$ cat config.mk
export PLATFORM = sky130hd
export DESIGN_NAME = settle_timer
export DESIGN_NICKNAME = d
export VERILOG_FILES = /design/src/rtl/adder_check_pkg.sv /design/src/rtl/adder_sweep_checker_settle_timer.sv
export SDC_FILE = /design/constraint.sdc
export NUM_CORES = 1
export LEC_CHECK = 0
export ABC_AREA = 1
export ABC_CLOCK_PERIOD_IN_PS = 2450
export BUFFER_PORTS_ARGS = -buffer_cell sky130_fd_sc_hd__buf_4
export CORE_AREA = 2 2 39 41
export DETAILED_ROUTE_END_ITERATION = 12
export DIE_AREA = 0 0 41 43
export GPL_TIMING_DRIVEN = 0
export MAX_ROUTING_LAYER = met4
export PLACE_DENSITY = 0.42
export SLEW_MARGIN = 20
export SYNTH_ARGS = -nofsm -noshare
export SYNTH_HDL_FRONTEND = slang
export SYNTH_SLANG_ARGS = --single-unit
$ cat constraint.sdc
create_clock -name clk -period 2.45 [get_ports clk]
set_input_delay 0.49 -clock clk [delete_from_list [all_inputs] [get_ports clk]]
set_output_delay 0.49 -clock clk [all_outputs]
set_load 0.02 [all_outputs]
$ cat src/rtl/adder_check_pkg.sv
// Shared constants for the adder sweep checker: FSM encoding and settle bounds.
package adder_check_pkg;

  // Largest supported settle delay and the timer width that holds it.
  localparam int SETTLE_MAX = 15;
  localparam int TIMER_W    = 4;

  // FSM encoding kept as plain constants so older blocks can share it.
  localparam logic [2:0] ST_IDLE   = 3'd0;
  localparam logic [2:0] ST_DRIVE  = 3'd1;
  localparam logic [2:0] ST_SETTLE = 3'd2;
  localparam logic [2:0] ST_CHECK  = 3'd3;
  localparam logic [2:0] ST_DONE   = 3'd4;

  // Timer preload: it counts load..0, so SETTLE lasts exactly 'cycles' cycles.
  function automatic logic [TIMER_W-1:0] settle_load(input int cycles);
    return TIMER_W'(cycles - 1);
  endfunction

endpackage

$ cat src/rtl/adder_sweep_checker_settle_timer.sv
// Loadable down-counter with a zero flag; times the operand settle window.
module settle_timer
  import adder_check_pkg::*;
#(
  parameter int W = TIMER_W
) (
  input  logic         clk,
  input  logic         rst_n,
  input  logic         load,
  input  logic [W-1:0] load_val,
  input  logic         dec,
  output logic         zero
);

  logic [W-1:0] cnt;

  // Load has priority; decrement only while nonzero so the count never wraps.
  always_ff @(posedge clk or negedge rst_n) begin
    if (!rst_n)                cnt <= '0;
    else if (load)             cnt <= load_val;
    else if (dec && cnt != '0) cnt <= cnt - 1'b1;
  end

  assign zero = (cnt == '0);

endmodule

==> impl_metrics.json <==
{
  "drt_first_iter_violations": 4,
  "clk_latency_ps": 230,
  "final_cell_mix": "21 x nand2_1, 8 x buf_4, 5 x inv_1",
  "setup_viol": 0,
  "ctsResizeCount": 0,
  "synth_area_per_cell_sq_um": 6.419,
  "h-tree-depth": 1,
  "area_growth_pct": 34.75,
  "die_w_um": 41,
  "nFillCells": 164,
  "largest_reg_flops": 4,
  "start_util_pct": 21.34,
  "hpwl_um": 469.9,
  "ctsLongestPathBuffers": 2,
  "maxCapViolations": 0,
  "synth.distinct_cells": 13,
  "clock_skew_ps": 3.283,
  "intPower_w": 0.0001746,
  "cpMostUsedCell": "inv_1",
  "vias": 291,
  "syn_inst": 46,
  "synth_nets": 55,
  "crit_chain": "inv_1 > ha_1 > nand2_2 > inv_1 > buf_4",
  "place.gp.congestion": 0.7468,
  "path_class": "reg2out",
  "max_freq_mhz": 594.4,
  "max_slew_margin_pct": 89.49,
  "hp-class": "in2async",
  "pin_count": 9,
  "ys_seq_area_share_pct": 33.90,
  "cts_tree": "done",
  "clkTransAtPathRegs_ps": 40,
  "cp_max_fo": 3,
  "post_cts_buffers": 0,
  "die_area_sq_um": 1763,
  "wl_per_cell_um": 7.603,
  "p_leak_nw": 0.2308,
  "cp_slowest_cell": "dfrtp_1",
  "worstSetupStartpointType": "flop",
  "crit_arrival_ps": 1190,
  "p_comb_share_pct": 35.2,
  "yosysWarnings": 0,
  "crit_required_ps": 1960,
  "track_usage_pct": 8.170,
  "grt_max_degree": 9,
  "cts_buffers": 3,
  "largest-register": "cnt",
  "drtPass1Iterations": 4,
  "status": "finished clean",
  "grt_pass1_vias": 237,
  "fin_crit_sh_pct": 68.67,
  "die_height_um": 43,
  "finalNonFillerCells": 73,
  "drv_slew": 0,
  "hold_viol": 0,
  "rsz0062_at_grt": "false",
  "drc": 0,
  "largestRegisters": "cnt x4",
  "p_per_area_nw_per_um2": 659.9,
  "final_common_cell": "nand2_1",
  "crit_family": "flip-flops",
  "ir_drop_v": 0.0002955,
  "num_antenna_cells": 0,
  "layout.nets": 68,
  "layout-drive-gt1-share_pct": 28.07,
  "critPathMaxStageDelay_ps": 380,
  "io_buffers": 8,
  "swShare_pct": 33.49,
  "seqPwrFrac_pct": 35.1,
  "end_kind": "output port",
  "ys_ff_latch": 4,
  "fin_setup_tns_ps": 0,
  "antenna_found_initial": 0,
  "synthesis.area_sq_um": 295.3,
  "wirelength_um": 555,
  "antenna_left": 0,
  "grt_pass1_wl_um": 945,
  "cts_hold_buffers": 0,
  "num_rows": 14,
  "core_sq_um": 1384,
  "period_minus_slack_ps": 1682,
  "power_switching_w": 0.00008792,
  "cts_root_buf": "clkbuf_4",
  "dp_cells": 70,
  "pwr-share-clk_pct": 29.7,
  "cp_num_buf_inv": 3,
  "gr-total-overflow": 0,
  "viasPerCell": 3.986,
  "worst_pin_slew_ps": 157.7,
  "cts.sinks": 4
}
## power groups by stage
stage	clock network (W)	logic (W)	registers, W
final	0.0000780	0.0000924	0.0000922
after global routing	0.0000840	0.000110	0.0000950
after CTS	0.0000838	0.0000946	0.0000923
after detailed placement	0	0.0000943	0.0000931
after global placement	0	0.0000933	0.0000938
after floorplan	0	0.0000672	0.0000900
## synth_stat cells
master,count,share of area (%)
nand2_4,1,3.8
nor2_2,1,2.1
nand2_2,2,4.2
nand2_1,21,27
ha_1,1,4.2
nand3_1,3,5.1
o21ai_0,2,3.4
nand3b_1,2,5.1
nor2_1,2,2.5
clkinv_1,1,1.3
inv_1,5,6.4
inv_2,1,1.3
dfrtp_1,4,34
## cells by family after synthesis
family          share of synthesized area [%]
compound gates                          3.390
fa+ha+maj                               4.237
buf+inv                                 8.897
flops                                   33.90
simple gates                            49.58
## worst reg2reg max path, stage by stage, from the launching register on
cell and delay [ps]:
dfrtp_1 380, inv_1 100, ha_1 210, nand2_2 90, nand2_4 90, nand2_2 60
nand2_1 60, nand2_1 50
## metal layers
layer | routed length (um) | track usage [%]
met5 | 0 | -
met4 | 0 | 6.000
met3 | 38 | 0.5236
met2 | 275 | 11.25
met1 | 241 | 10.78
## stage by stage
| step | hold slack, ps | util, % | setup WS [ps] | power [W] | cell area [sq um] |
|---|---|---|---|---|---|
| 2_1_floorplan | 194.4 | - | 1094 | 0.0001573 | 295.3 |
| 3_3_place_gp | 287.4 | 27.12 | 995.8 | 0.0001871 | 375.4 |
| 3_5_place_dp | 286.9 | 27.12 | 993.3 | 0.0001875 | 375.4 |
| 4_1_cts | 35.82 | 28.75 | 740.8 | 0.0002707 | 397.9 |
| 5_1_grt | 41.33 | 28.75 | 663.6 | 0.0002891 | 397.9 |
| 6_report | 45.53 | 28.75 | 767.6 | 0.0002625 | 397.9 |
## area by class of cell
| class | count | area, sq um | share of cell area, % |
|---|---|---|---|
| Sequential cell | 4 | 100.1 | 25.16 |
| Inverter | 7 | 26.28 | 6.604 |
| Clock buffer | 3 | 22.52 | 5.660 |
| Timing Repair Buffer | 8 | 60.06 | 15.09 |
| Multi-Input combinational cell | 35 | 168.9 | 42.45 |
| Tap cell | 16 | 20.02 | 5.031 |
## path summary, 6_finish.rpt
check,cells past startpoint,slack [ps],end,startpoint
min in group clk,2,530,cnt[0],cnt[0]
min,1,50,cnt[3],rst_n
max in group asynchronous,1,2300,cnt[0],rst_n
max reg2reg,7,1290,cnt[2],cnt[0]
min reg2reg,2,530,cnt[0],cnt[0]
max,5,770,zero,cnt[0]
No activity file was read; power rests on OpenSTA's default activity.
